## src/rtl/uart_tx_fifo_if.sv

```systemverilog
// Byte-wide valid/ready write port into the UART transmit FIFO.
// The core side drives tx_data/tx_valid; the UART side returns tx_ready.
interface uart_tx_fifo_if;
  logic [7:0] tx_data;
  logic       tx_valid;
  logic       tx_ready;

  modport master (output tx_data, output tx_valid, input tx_ready);
  modport slave  (input tx_data, input tx_valid, output tx_ready);
endinterface

```

## src/rtl/uart_tx_fifo.sv

```systemverilog
// Purpose: 8N1 UART transmitter fed by a FIFO_DEPTH-entry byte FIFO, LSB first.
// Latency: push into an empty idle FIFO -> pop 1 clk later -> start bit 1 clk after pop.
// Backpressure: tx_ready drops while the FIFO is full or in reset; tx_valid then is ignored.
// Optional UART_TX_PARITY_EN: adds an even-parity bit between data bit 7 and stop.
module uart_tx_fifo #(
  parameter int CLKS_PER_TICK = 54,
  parameter int TICKS_PER_BIT = 16,
  parameter int FIFO_DEPTH    = 16
) (
  input  logic                          clk,
  input  logic                          reset,
  uart_tx_fifo_if.slave                 tx,
  output logic                          data_out,
  output logic                          busy,
  output logic [$clog2(FIFO_DEPTH):0]   fifo_count
);

  localparam int AW  = $clog2(FIFO_DEPTH);
  localparam int CW  = AW + 1;
  localparam int TCW = $clog2(CLKS_PER_TICK);
  localparam int SCW = (TICKS_PER_BIT > 1) ? $clog2(TICKS_PER_BIT) : 1;
  localparam logic [CW-1:0] DEPTH_C = CW'(FIFO_DEPTH);

  typedef enum logic [2:0] {
`ifdef UART_TX_PARITY_EN
    PARITY = 3'd4,
`endif
    IDLE   = 3'd0,
    START  = 3'd1,
    DATA   = 3'd2,
    STOP   = 3'd3
  } state_t;

  state_t         state_q, state_d;
  logic [7:0]     mem [FIFO_DEPTH];
  logic [AW-1:0]  wr_ptr, rd_ptr;
  logic [7:0]     shift_q;
  logic [2:0]     bit_idx;
  logic [TCW-1:0] tick_cnt;
  logic [SCW-1:0] sub_cnt;
  logic           rst_done;
  logic           tick, bit_end, empty, push, load;
  logic           line_d, busy_d;
`ifdef UART_TX_PARITY_EN
  logic           parity_q;
`endif

  assign empty       = (fifo_count == '0);
  assign tx.tx_ready = rst_done && (fifo_count != DEPTH_C);
  assign push        = tx.tx_valid && tx.tx_ready;
  assign tick        = (tick_cnt == TCW'(CLKS_PER_TICK - 1));
  assign bit_end     = tick && (sub_cnt == SCW'(TICKS_PER_BIT - 1));

  // Marks the first clock after reset release so tx_ready stays low in reset.
  always_ff @(posedge clk or negedge reset) begin
    if (!reset) rst_done <= 1'b0;
    else        rst_done <= 1'b1;
  end

  // FIFO storage; contents need no reset because pointers/count gate reads.
  always_ff @(posedge clk) begin
    if (push) mem[wr_ptr] <= tx.tx_data;
  end

  // FIFO pointers and occupancy; a simultaneous push and pop cancel out.
  always_ff @(posedge clk or negedge reset) begin
    if (!reset) begin
      wr_ptr     <= '0;
      rd_ptr     <= '0;
      fifo_count <= '0;
    end else begin
      if (push) wr_ptr <= wr_ptr + 1'b1;
      if (load) rd_ptr <= rd_ptr + 1'b1;
      case ({push, load})
        2'b10:   fifo_count <= fifo_count + 1'b1;
        2'b01:   fifo_count <= fifo_count - 1'b1;
        default: fifo_count <= fifo_count;
      endcase
    end
  end

  // Bit timing and shift register; every frame load restarts the bit clock.
  always_ff @(posedge clk or negedge reset) begin
    if (!reset) begin
      tick_cnt <= '0;
      sub_cnt  <= '0;
      shift_q  <= '0;
      bit_idx  <= '0;
`ifdef UART_TX_PARITY_EN
      parity_q <= 1'b0;
`endif
    end else if (load) begin
      tick_cnt <= '0;
      sub_cnt  <= '0;
      shift_q  <= mem[rd_ptr];
      bit_idx  <= '0;
`ifdef UART_TX_PARITY_EN
      parity_q <= ^mem[rd_ptr];
`endif
    end else begin
      tick_cnt <= tick ? '0 : tick_cnt + 1'b1;
      if (tick) sub_cnt <= bit_end ? '0 : sub_cnt + 1'b1;
      if (bit_end && state_q == DATA) begin
        shift_q <= {1'b0, shift_q[7:1]};
        bit_idx <= bit_idx + 3'd1;
      end
    end
  end

  // FSM state register.
  always_ff @(posedge clk or negedge reset) begin
    if (!reset) state_q <= IDLE;
    else        state_q <= state_d;
  end

  // Next-state logic; STOP chains straight into START when more bytes wait.
  always_comb begin
    state_d = state_q;
    load    = 1'b0;
    case (state_q)
      IDLE: begin
        if (!empty) begin
          load    = 1'b1;
          state_d = START;
        end
      end
      START: if (bit_end) state_d = DATA;
      DATA: begin
        if (bit_end && bit_idx == 3'd7) begin
`ifdef UART_TX_PARITY_EN
          state_d = PARITY;
`else
          state_d = STOP;
`endif
        end
      end
`ifdef UART_TX_PARITY_EN
      PARITY: if (bit_end) state_d = STOP;
`endif
      STOP: begin
        if (bit_end) begin
          if (!empty) begin
            load    = 1'b1;
            state_d = START;
          end else begin
            state_d = IDLE;
          end
        end
      end
      default: state_d = IDLE;
    endcase
  end

  // Line level and busy for the current state, registered below.
  always_comb begin
    line_d = 1'b1;
    busy_d = 1'b1;
    case (state_q)
      IDLE:   busy_d = 1'b0;
      START:  line_d = 1'b0;
      DATA:   line_d = shift_q[0];
`ifdef UART_TX_PARITY_EN
      PARITY: line_d = parity_q;
`endif
      STOP:   line_d = 1'b1;
      default: begin
        line_d = 1'b1;
        busy_d = 1'b0;
      end
    endcase
  end

  // Registered outputs keep the serial line glitch-free.
  always_ff @(posedge clk or negedge reset) begin
    if (!reset) begin
      data_out <= 1'b1;
      busy     <= 1'b0;
    end else begin
      data_out <= line_d;
      busy     <= busy_d;
    end
  end

endmodule

```

## src/flat_wrapper.sv

```systemverilog
// flat-port wrapper written by rule: the top's interface ports become plain ports
module uart_tx_fifo_flat 
#(
  parameter int CLKS_PER_TICK = 54,
  parameter int TICKS_PER_BIT = 16,
  parameter int FIFO_DEPTH    = 16
)
  (clk, reset, data_out, busy, fifo_count, tx_tx_data, tx_tx_valid, tx_tx_ready);
  uart_tx_fifo_if tx_i ();
  input  logic clk;
  input  logic reset;
  output logic data_out;
  output logic busy;
  output logic [$clog2(FIFO_DEPTH):0] fifo_count;
  input wire logic [$bits(tx_i.tx_data)-1:0] tx_tx_data;
  input wire logic [$bits(tx_i.tx_valid)-1:0] tx_tx_valid;
  output wire logic [$bits(tx_i.tx_ready)-1:0] tx_tx_ready;
  assign tx_i.tx_data = tx_tx_data;
  assign tx_i.tx_valid = tx_tx_valid;
  assign tx_tx_ready = tx_i.tx_ready;
  uart_tx_fifo #(.CLKS_PER_TICK(CLKS_PER_TICK), .TICKS_PER_BIT(TICKS_PER_BIT), .FIFO_DEPTH(FIFO_DEPTH)) u_core (.clk(clk), .reset(reset), .tx(tx_i), .data_out(data_out), .busy(busy), .fifo_count(fifo_count));
endmodule
```

## config.mk

```make
export PLATFORM = sky130hd
export DESIGN_NAME = uart_tx_fifo_flat
export DESIGN_NICKNAME = d
export VERILOG_FILES = /design/src/rtl/uart_tx_fifo_if.sv /design/src/rtl/uart_tx_fifo.sv /design/src/flat_wrapper.sv
export SDC_FILE = /design/constraint.sdc
export NUM_CORES = 1
export LEC_CHECK = 0
export CORE_MARGIN = 3
export CORE_UTILIZATION = 35
export CTS_BUF_LIST = sky130_fd_sc_hd__clkbuf_8 sky130_fd_sc_hd__clkbuf_16
export DETAILED_ROUTE_END_ITERATION = 10
export DONT_BUFFER_PORTS = 1
export GPL_ROUTABILITY_DRIVEN = 0
export PLACE_DENSITY = 0.5
export RECOVER_POWER = 100
export REMOVE_ABC_BUFFERS = 1
export SYNTH_ARGS = -nofsm -noshare
export SYNTH_HDL_FRONTEND = slang
export SYNTH_SLANG_ARGS = --single-unit
```

## constraint.sdc

```tcl
create_clock -name clk -period 3.6 [get_ports clk]
set_input_delay 0.36 -clock clk [delete_from_list [all_inputs] [get_ports clk]]
set_output_delay 0.36 -clock clk [all_outputs]
set_load 0.01 [all_outputs]
```

==> impl_metrics.env, run 1 <==
export IMPL_top_count_cell_post_synth="sky130_fd_sc_hd__edfxtp_1"
export IMPL_avgViaCountPerCell=4.88
export IMPL_category_of_the_critical_setup_timing_path="flop to flop"
export IMPL_num_vias=3482
export IMPL_ff_latch_area_mm2=0.00482
export IMPL_multiInputGateArea_mm2=0.00197
export IMPL_drt_wl_total_um=14300
export IMPL_combinational_family_with_the_most_area_after_synthesis="multiplexers"
export IMPL_post_synth_and_or_nand_nor_area_fraction_pct=6.30
export IMPL_largest_fanout_on_the_critical_path=8
export IMPL_rows=50
export IMPL_synth_async_reset_ratio_pct=23.4
export IMPL_fillers=1718
export IMPL_cts_sink_count=167
export IMPL_port_buffers=0
export IMPL_drtPass1Iterations=4
export IMPL_drive_above_1_share_pct=16.8
export IMPL_synth_ff_type="sky130_fd_sc_hd__edfxtp_1"
export IMPL_grt_start_max_net_pins=40
export IMPL_cts_setup_buffers=0
export IMPL_clock_insertion_delay_worst_skew_ns=0.42
export IMPL_ff2ff_path_depth=11
export IMPL_critPathLaunch="u_core.fifo_count[1]"
export IMPL_ff_to_ff_start="u_core.fifo_count[1]"
export IMPL_cp_data_required_time_ns=3.94
export IMPL_timing_final_hold_violations=0
export IMPL_mean_post_synth_cell_area_um2=16.6
export IMPL_synthesized_area_fraction_occupied_by_xor_and_xnor_cells_pct=2.40
export IMPL_critical_path_top_delay_family="compound AO/OA/AOI/OAI gates"
export IMPL_setup_ws_ns=0.438
export IMPL_timing_critical_path_cells="or4_4 > o21ai_0 > o41ai_4 > ha_1 > xor2_1 > ha_1 > o21a_1 > o21ai_0 > nand3b_1 > a21oi_1 > xnor2_1"
export IMPL_mux_cell_area_share_after_synthesis_pct=11.9
export IMPL_grt_setup_unrepaired="false"
export IMPL_routed_wire_length_per_instance_um=20.1
export IMPL_remaining_drc_errors=0
export IMPL_grtUsageTotal_pct=13.3
export IMPL_area_enclosed_by_the_die_boundary_mm2=0.0216
export IMPL_cts_htree_levels=4
export IMPL_netlist_instances=418
export IMPL_max_freq_mhz=316
export IMPL_root_buffer="sky130_fd_sc_hd__clkbuf_16"
export IMPL_cp_slowest_cell="sky130_fd_sc_hd__or4_4"
export IMPL_synth_compound_gate_area_share_pct=4.81
export IMPL_violations="capacitance limit, slew limit"
export IMPL_crit_cells=11
export IMPL_number_of_diodes_added_for_antenna_fixing=0
export IMPL_leakage_nw=2.82
export IMPL_fp_dieH_um=147
export IMPL_netlist_top_cells_count="128 x sky130_fd_sc_hd__edfxtp_1, 38 x sky130_fd_sc_hd__dfrtp_1, 38 x sky130_fd_sc_hd__nand2_1, 32 x sky130_fd_sc_hd__mux4_2, 24 x sky130_fd_sc_hd__nor2_1"
export IMPL_synth_area_leaders="sky130_fd_sc_hd__edfxtp_1 55%, sky130_fd_sc_hd__dfrtp_1 14%, sky130_fd_sc_hd__mux4_2 10%, sky130_fd_sc_hd__ha_1 3.2%, sky130_fd_sc_hd__nand2_1 2.1%"
export IMPL_post_synth_num_cell_types=47
export IMPL_synthesis_yosys_warnings=0
export IMPL_cts_hold_buf=2
export IMPL_global_route_wire_length_before_repair_um=21300
export IMPL_drv_cap=2
export IMPL_crit_buf_inv=0
export IMPL_worst_min_delay_path_category="primary input to flop"
export IMPL_synth_seq_area_share_pct=69.4
export IMPL_ir_drop_mv=0.364
export IMPL_final_setup_violation_count=0
export IMPL_ant_nets=0
export IMPL_tns_ns=0
export IMPL_clock_tree_from_tritoncts="yes"
export IMPL_cts_buffer_count=17
export IMPL_die_width_um=147
export IMPL_fp_coreArea_mm2=0.0191
export IMPL_first_iter_violations=251
export IMPL_worstSetupEndpointType="flop"
export IMPL_critical_path_startpoint_type="flop"
export IMPL_max_slew_margin_rel_pct=-41.9
export IMPL_clk_pin_slew_worst_paths_ns=0.07
export IMPL_place_worst_setup_slack_ns=0.490
export IMPL_ys_ff_latch=167
export IMPL_max_buffers_root_to_sink=2
export IMPL_power_per_cell_area_mw_per_mm2=564
export IMPL_yosysTopAreaCellShare_pct=55.3
export IMPL_holdPathStages=0
export IMPL_synth_area_leader="sky130_fd_sc_hd__edfxtp_1"
export IMPL_min_from="tx_tx_data[7]"
export IMPL_final_min_period_over_clock_period_pct=87.8
export IMPL_globalRoute_totalOverflow=0
export IMPL_number_of_flops_mapped_to_enable_cells_by_yosys=128
export IMPL_cp_data_arrival_time_ns=3.50
export IMPL_worst_path_largest_cell_delay_ns=0.60
export IMPL_mappedNetlistArea_mm2=0.00695
export IMPL_timing_max_transition_violations_final=64
export IMPL_post_cts_resize_count=0
export IMPL_start_util_pct=36.4
export IMPL_flow_area_growth_from_synthesis_pct=14.4
export IMPL_pin_count=19
export IMPL_worst_slew_pin_slew_ns=2.13
export IMPL_placed_wire_length_estimate_um=8480
export IMPL_grt_pass1_vias=3528
export IMPL_yosys_area_share_adder_pct=3.24
export IMPL_antenna_violations_before_repair=0
export IMPL_final_worst_clock_skew_ns=0.0106
export IMPL_period_needed_ns=3.16
export IMPL_layout_nets=469
export IMPL_outcome="finished with violations"
[sequential cells by signal (all words and copies together) (netlist names)]
name               count
u_core.state_q         2
u_core.sub_cnt         4
u_core.wr_ptr          4
u_core.rd_ptr          4
u_core.mem           128
u_core.busy            1
u_core.fifo_count      5
u_core.shift_q         8
u_core.bit_idx         3
u_core.data_out        1
u_core.rst_done        1
u_core.tick_cnt        6
[report_power, final]
part / internal [mW] / leakage (nW) / total, mW / switching [mW]
Combinational: 0.133 / 0.893 / 0.317 / 0.184
Clock: 1.04 / 0.294 / 1.84 / 0.794
Sequential: 2.20 / 1.63 / 2.33 / 0.123
Total: 3.38 / 2.82 / 4.48 / 1.10
[cell type report]
| type | count | share of cell area [%] |
|---|---|---|
| sequential | 167 | 60.7 |
| multi-input combinational | 221 | 24.9 |
| clock buffer | 17 | 5.35 |
| tap | 260 | 4.09 |
| timing repair buffer | 23 | 2.47 |
| clock inverter | 15 | 2.08 |
| inverter | 10 | 0.472 |
[metrics by stage]
step / area [um^2] / power [mW] / hold WS [ns] / utilization (%) / instances
after global placement: 7250 / 2.65 / 0.0654 / 38.0 / 666
after CTS: 7870 / 4.52 / 0.00746 / 41.2 / 700
after global routing: 7950 / 4.66 / -0.000765 / 41.6 / 713
final: 7950 / 4.48 / 0.0304 / 41.6 / 713
after detailed placement: 7250 / 2.67 / 0.0654 / 38.0 / 666
after floorplan: 6850 / 2.57 / 0.0644 / - / 398
[placed cells by master (no fill, tap or decap), types with 2 or more instances in the layout]
cell type and count:
sky130_fd_sc_hd__edfxtp_1 128, sky130_fd_sc_hd__clkbuf_16 17, sky130_fd_sc_hd__a221oi_1 2, sky130_fd_sc_hd__ha_1 18, sky130_fd_sc_hd__clkbuf_2 2, sky130_fd_sc_hd__mux4_2 32, sky130_fd_sc_hd__mux2i_1 7, sky130_fd_sc_hd__and3_1 2
sky130_fd_sc_hd__inv_8 2, sky130_fd_sc_hd__nor2_1 24, sky130_fd_sc_hd__dfrtp_1 38, sky130_fd_sc_hd__a22oi_1 16, sky130_fd_sc_hd__dlygate4sd3_1 14, sky130_fd_sc_hd__nor3_1 5, sky130_fd_sc_hd__bufinv_16 2, sky130_fd_sc_hd__nand4_1 2
sky130_fd_sc_hd__o21a_1 2, sky130_fd_sc_hd__clkbuf_1 5, sky130_fd_sc_hd__nor2b_1 3, sky130_fd_sc_hd__nand2b_1 2, sky130_fd_sc_hd__clkinv_2 2, sky130_fd_sc_hd__nand3_1 5, sky130_fd_sc_hd__mux2_2 3, sky130_fd_sc_hd__a21oi_1 10
sky130_fd_sc_hd__o21ai_1 2, sky130_fd_sc_hd__inv_6 6, sky130_fd_sc_hd__nand2_1 39, sky130_fd_sc_hd__xor2_1 10, sky130_fd_sc_hd__xnor2_1 9, sky130_fd_sc_hd__o21ai_0 13, sky130_fd_sc_hd__and2_1 2, sky130_fd_sc_hd__inv_1 11
[worst reg2reg max path, stage by stage, from the launching register on]
cell	delay, ns
sky130_fd_sc_hd__dfrtp_1	0.49
sky130_fd_sc_hd__or4_4	0.60
sky130_fd_sc_hd__o21ai_0	0.39
sky130_fd_sc_hd__o41ai_4	0.17
sky130_fd_sc_hd__ha_1	0.32
sky130_fd_sc_hd__xor2_1	0.18
sky130_fd_sc_hd__ha_1	0.23
sky130_fd_sc_hd__o21a_1	0.17
sky130_fd_sc_hd__o21ai_0	0.15
sky130_fd_sc_hd__nand3b_1	0.09
sky130_fd_sc_hd__a21oi_1	0.16
sky130_fd_sc_hd__xnor2_1	0.14
[logic make-up (layout without fill, tap and decap cells)]
family / Yosys count / after routing
buffers and inverters: 30 / 65
AND/OR/NAND/NOR: 92 / 92
other: 1 / 1
adder cells (fa/ha/maj): 18 / 18
XOR/XNOR: 19 / 19
flip-flops: 167 / 167
AO/OA/AOI/OAI: 49 / 49
multiplexers: 42 / 42
[metal layers]
| metal | vias to the layer above | global-route usage, % | share of wire, % |
|---|---|---|---|
| met5 | - | 0 | 0 |
| met4 | 0 | 4.33 | 1.3 |
| met3 | 11 | 4.10 | 4.3 |
| met2 | 64 | 20.8 | 50 |
| met1 | 1773 | 17.9 | 44 |
| li1 | 1634 | - | - |
[final timing paths]
check                                  endpoint  slack, ns
hold reg to reg              u_core.tick_cnt[0]       0.50
max in group asynchronous     u_core.bit_idx[2]       1.26
hold / removal                u_core.mem[14][7]       0.03
setup reg to reg           u_core.fifo_count[4]       0.44
min in group asynchronous  u_core.fifo_count[2]       1.11
setup / recovery           u_core.fifo_count[4]       0.44
No activity file was read; power rests on OpenSTA's default activity.
==> run 2: changes to the inputs <==
- CORE_UTILIZATION: 35 -> 37
- PLACE_DENSITY: 0.5 -> 0.52
- clock period: 3.6 -> 3.5 ns (I/O delays scaled with it)
==> impl_metrics.env, run 2 (synthesis gave the netlist of run 1 again) <==
export IMPL_outcome="finished with violations"
export IMPL_violations="capacitance limit, slew limit"
export IMPL_avgViaCountPerCell=5.18
export IMPL_num_vias=3592
export IMPL_grt_setup_unrepaired="false"
export IMPL_place_worst_setup_slack_ns=0.394
export IMPL_clk_pin_slew_worst_paths_ns=0.07
export IMPL_start_util_pct=38.2
export IMPL_grtUsageTotal_pct=15.1
export IMPL_root_buffer="sky130_fd_sc_hd__clkbuf_16"
export IMPL_max_slew_margin_rel_pct=-41.9
export IMPL_grt_pass1_vias=3755
export IMPL_biggest_registers_after_layout="u_core.mem (128), u_core.shift_q (8), u_core.tick_cnt (6)"
export IMPL_largest_fanout_on_the_critical_path=9
export IMPL_rows=49
export IMPL_reg2reg_setup_slack_ns=0.38
export IMPL_cp_slowest_cell="sky130_fd_sc_hd__or4_4"
export IMPL_drt_wl_total_um=14700
export IMPL_die_width_um=143
export IMPL_final_worst_clock_skew_ns=0.00881
export IMPL_final_area_mm2=0.00794
export IMPL_flow_area_growth_from_synthesis_pct=14.3
export IMPL_grt_start_max_net_pins=40
export IMPL_ant_nets=0
export IMPL_max_buffers_root_to_sink=2
export IMPL_remaining_drc_errors=0
export IMPL_antenna_violations_before_repair=0
export IMPL_critPathLaunch="u_core.fifo_count[1]"
export IMPL_worst_path_largest_cell_delay_ns=0.61
export IMPL_timing_final_hold_violations=0
export IMPL_pin_count=19
export IMPL_path_common_cell="sky130_fd_sc_hd__ha_1"
export IMPL_drtPass1Iterations=5
export IMPL_critical_path_startpoint_type="flop"
export IMPL_power_per_cell_area_mw_per_mm2=565
export IMPL_drv_cap=1
export IMPL_global_route_wire_length_before_repair_um=22200
export IMPL_fp_dieH_um=143
export IMPL_drive_above_1_share_pct=16.2
export IMPL_timing_critical_path_cells="or4_4 > o21a_1 > and2_4 > inv_1 > ha_1 > xor2_1 > ha_1 > a31oi_1 > or2_2 > a21oi_1 > xnor2_1"
export IMPL_fp_coreArea_mm2=0.0182
export IMPL_final_hold_worst_slack_ns=0.0248
export IMPL_cp_data_arrival_time_ns=3.48
export IMPL_port_buffers=0
export IMPL_final_common_cell="sky130_fd_sc_hd__edfxtp_1"
export IMPL_ff_to_ff_start="u_core.fifo_count[1]"
export IMPL_worstSetupEndpointType="flop"
export IMPL_area_enclosed_by_the_die_boundary_mm2=0.0205
export IMPL_largest_register_ffs=128
export IMPL_category_of_the_critical_setup_timing_path="flop to flop"
export IMPL_cts_sink_count=167
export IMPL_tns_ns=0
export IMPL_mostFrequentLayoutCells="128 x sky130_fd_sc_hd__edfxtp_1, 39 x sky130_fd_sc_hd__nand2_1, 38 x sky130_fd_sc_hd__dfrtp_1"
export IMPL_place_detailed_instances=636
export IMPL_routed_wire_length_per_instance_um=21.2
export IMPL_ff2ff_path_depth=11
export IMPL_final_min_period_over_clock_period_pct=89.3
export IMPL_ir_drop_mv=0.368
export IMPL_cp_data_required_time_ns=3.85
export IMPL_max_freq_mhz=320
export IMPL_timing_max_transition_violations_final=40
export IMPL_setup_ws_ns=0.375
export IMPL_top_reg_by_flops="u_core.mem"
export IMPL_first_iter_violations=374
export IMPL_post_layout_nonfiller_instances=693
export IMPL_placed_wire_length_estimate_um=8300
export IMPL_final_setup_violation_count=0
export IMPL_postPlaceCellArea_mm2=0.00721
export IMPL_cts_buffer_count=17
export IMPL_number_of_diodes_added_for_antenna_fixing=0
export IMPL_worst_min_delay_path_category="primary input to flop"
export IMPL_clock_insertion_delay_worst_skew_ns=0.43
export IMPL_layout_nets=480
export IMPL_worst_slew_pin_slew_ns=2.13
export IMPL_critical_path_endpoint="u_core.fifo_count[4]"
export IMPL_period_needed_ns=3.12
export IMPL_globalRoute_totalOverflow=0
export IMPL_leakage_nw=2.81
export IMPL_cts_htree_levels=4
export IMPL_r2r_end="u_core.fifo_count[4]"
export IMPL_clock_tree_from_tritoncts="yes"
-- run 2: cell count changes in the layout (fill, tap and decap cells not counted), sizes merged --
cell / before / now
buf: 2 / 3
bufinv: 2 / 0
inv: 19 / 20
clkinv: 3 / 4
dlygate4sd3: 14 / 24
-- run 2: power by group --
part / total (mW) / internal (mW) / switching (mW)
combinational: 0.345 / 0.143 / 0.202
sequential: 2.40 / 2.27 / 0.130
clock: 1.75 / 0.927 / 0.820
-- run 2: worst min path at each step --
stage,from,endpoint,slack [ns],cells after the start
floorplan,reset,u_core.bit_idx[0],0.05,0
global placement,reset,u_core.fifo_count[0],0.06,0
detailed placement,reset,u_core.fifo_count[2],0.06,0
CTS,tx_tx_data[7],u_core.mem[11][7],0.00009,0
global route,tx_tx_data[2],u_core.mem[9][2],0.0005,0
finish,tx_tx_data[7],u_core.mem[3][7],0.02,0
-- run 2: layer usage --
layer / share of wire [%] / track usage, %
met1: 46 / 20.9
met3: 4.4 / 4.09
met4: 0.76 / 3.95
met5: 0 / 0
met2: 49 / 23.8
-- run 2: what timing repair did --
item,in CTS,in global routing
hold buffers,18,7
setup buffers,0,0
gates resized for setup,0,0
hold endpoints to repair,91,42
setup endpoints to repair,0,0
-- run 2: metrics by stage --
stage / utilization (%) / total power [mW]
detailed placement: 39.6 / 2.75
CTS: 43.6 / 4.54
floorplan: - / 2.64
finish: 43.6 / 4.49
global route: 43.6 / 4.69
global placement: 39.6 / 2.73
-- run 2: final cells by class --
class                      instances  area [um^2]
clock inverter                    15          120
inverter                          10         37.5
tap                              229          287
clock buffer                      17          425
multi-input combinational        221         1960
fill                            1620        10300
sequential                       167         4820
timing repair buffer              34          290
-- run 2: worst max-delay path, delay by kind of cell (launching register included) --
kind                       cells  cell delay [ns]
DFF                            1             0.49
xor gates and xnor gates       2             0.33
adders and majority gates      2             0.56
buffers and inverters          1             0.08
and+or+nand+nor                3             1.09
AOI/OAI and AO/OA              3             0.50
==> run 3: changes to the inputs <==
- CAP_MARGIN: default -> 40
- DONT_BUFFER_PORTS: 1 -> default
- PLACE_DENSITY: 0.52 -> 0.53
==> impl_metrics.env, run 3 (synthesis gave the netlist of run 1 again) <==
export IMPL_port_buffers=18
export IMPL_antenna_violations_before_repair=0
export IMPL_fillers=1597
export IMPL_multiInputGateArea_mm2=0.00197
export IMPL_global_route_peak_usage_layer="met2"
export IMPL_layout_nets=474
export IMPL_clk_pin_slew_worst_paths_ns=0.06
export IMPL_power_per_cell_area_mw_per_mm2=578
export IMPL_final_common_cell="sky130_fd_sc_hd__edfxtp_1"
export IMPL_timing_max_transition_violations_final=35
export IMPL_grt_use_met3_pct=3.95
export IMPL_final_min_period_over_clock_period_pct=88.7
export IMPL_grt_pass1_vias=3740
export IMPL_cts_sink_count=167
export IMPL_max_slew_margin_rel_pct=-21.9
export IMPL_ff_latch_area_mm2=0.00482
export IMPL_final_hold_worst_slack_ns=0.347
export IMPL_clock_tree_from_tritoncts="yes"
export IMPL_pin_count=19
export IMPL_cp_data_required_time_ns=3.84
export IMPL_die_width_um=143
export IMPL_first_iter_violations=199
export IMPL_max_buffers_root_to_sink=2
export IMPL_post_layout_nonfiller_instances=687
export IMPL_start_util_pct=38.2
export IMPL_flow_area_growth_from_synthesis_pct=13.9
export IMPL_category_of_the_critical_setup_timing_path="flop to flop"
export IMPL_critical_path_startpoint_type="flop"
export IMPL_place_detailed_instances=654
export IMPL_cts_htree_levels=4
export IMPL_final_setup_violation_count=0
export IMPL_routed_wire_length_per_instance_um=20.1
export IMPL_number_of_diodes_added_for_antenna_fixing=0
export IMPL_reg2reg_setup_slack_ns=0.40
export IMPL_biggest_registers_after_layout="u_core.mem (128), u_core.shift_q (8), u_core.tick_cnt (6)"
export IMPL_fp_dieH_um=143
export IMPL_final_util_pct=43.5
export IMPL_mostFrequentLayoutCells="128 x sky130_fd_sc_hd__edfxtp_1, 39 x sky130_fd_sc_hd__nand2_1, 38 x sky130_fd_sc_hd__dfrtp_1"
export IMPL_violations="capacitance limit, slew limit"
export IMPL_ir_drop_mv=0.310
export IMPL_grt_met1_usage_pct=19.5
export IMPL_area_enclosed_by_the_die_boundary_mm2=0.0205
export IMPL_drtPass1Iterations=4
export IMPL_num_vias=3561
export IMPL_placed_wire_length_estimate_um=8880
export IMPL_globalRoute_totalOverflow=0
export IMPL_outcome="finished with violations"
export IMPL_drt_wl_total_um=13800
export IMPL_timing_final_hold_violations=0
export IMPL_final_worst_clock_skew_ns=0.00952
export IMPL_tns_ns=0
export IMPL_setup_ws_ns=0.395
export IMPL_ant_nets=0
export IMPL_largest_fanout_on_the_critical_path=8
export IMPL_rows=49
export IMPL_cts_buffer_count=17
export IMPL_grt_met2_usage_pct=23.4
export IMPL_grt_setup_unrepaired="false"
export IMPL_grt_start_max_net_pins=36
export IMPL_drv_cap=1
export IMPL_clock_insertion_delay_worst_skew_ns=0.42
export IMPL_avgViaCountPerCell=5.18
export IMPL_largest_register_ffs=128
export IMPL_worst_min_delay_path_category="primary input to async pin"
export IMPL_r2r_end="u_core.fifo_count[4]"
export IMPL_max_freq_mhz=322
export IMPL_leakage_nw=2.83
export IMPL_worst_slew_pin_slew_ns=1.83
export IMPL_root_buffer="sky130_fd_sc_hd__clkbuf_16"
export IMPL_worstSetupEndpointType="flop"
export IMPL_period_needed_ns=3.10
export IMPL_cp_data_arrival_time_ns=3.44
export IMPL_drive_above_1_share_pct=16.6
export IMPL_fp_coreArea_mm2=0.0182
export IMPL_place_worst_setup_slack_ns=0.494
export IMPL_ff_to_ff_start="u_core.fifo_count[1]"
export IMPL_grtUsageTotal_pct=14.5
export IMPL_post_cts_resize_count=0
export IMPL_ff2ff_path_depth=11
export IMPL_global_route_wire_length_before_repair_um=21600
export IMPL_top_reg_by_flops="u_core.mem"
export IMPL_remaining_drc_errors=0
run 3: layout make-up:
class / instances / share of cell area, %
Tap cell: 229 / 3.62
Multi-Input combinational cell: 221 / 25.0
Clock inverter: 15 / 1.77
Timing Repair Buffer: 28 / 2.88
Sequential cell: 167 / 60.9
Inverter: 10 / 0.474
Clock buffer: 17 / 5.38
run 3: worst max-delay path, cell delays in order (launching register included):
cell,delay [ns]
sky130_fd_sc_hd__dfrtp_1,0.46
sky130_fd_sc_hd__or4_4,0.58
sky130_fd_sc_hd__o21ai_0,0.38
sky130_fd_sc_hd__o41ai_4,0.17
sky130_fd_sc_hd__ha_1,0.33
sky130_fd_sc_hd__xor2_1,0.18
sky130_fd_sc_hd__ha_1,0.23
sky130_fd_sc_hd__o21a_1,0.17
sky130_fd_sc_hd__o21ai_0,0.15
sky130_fd_sc_hd__nand3b_1,0.09
sky130_fd_sc_hd__a21oi_1,0.15
sky130_fd_sc_hd__xnor2_1,0.13
run 3: how the worst max path moves through the flow:
stage / from / to / slack [ns]
global placement: u_core.fifo_count[1] / u_core.fifo_count[4] / 0.57
detailed placement: u_core.fifo_count[1] / u_core.fifo_count[4] / 0.49
floorplan: u_core.tick_cnt[1] / u_core.fifo_count[4] / 0.23
finish: u_core.fifo_count[1] / u_core.fifo_count[4] / 0.40
CTS: u_core.fifo_count[1] / u_core.fifo_count[4] / 0.44
global route: u_core.fifo_count[1] / u_core.fifo_count[4] / 0.15
run 3: layer usage:
metal	share of wire, %	vias to the layer above
li1	-	1652
met1	46	1855
met2	51	42
met3	2.2	12
met4	1.4	0
met5	0	-
run 3: per-stage QoR:
stage	total power [mW]	area, um^2
after global placement	2.84	7370
after floorplan	2.64	6850
after CTS	4.66	7970
final	4.58	7910
after global routing	4.77	7910
after detailed placement	2.86	7390
run 3: where the power goes:
part	switching, mW	internal [mW]	leakage (nW)
Sequential	0.108	2.27	1.63
Clock	0.803	0.997	0.286
Combinational	0.231	0.170	0.909
run 3: timing repair:
item,4_1_cts,5_1_grt
hold endpoints to repair,8,0
hold buffers,1,0
setup buffers,0,0
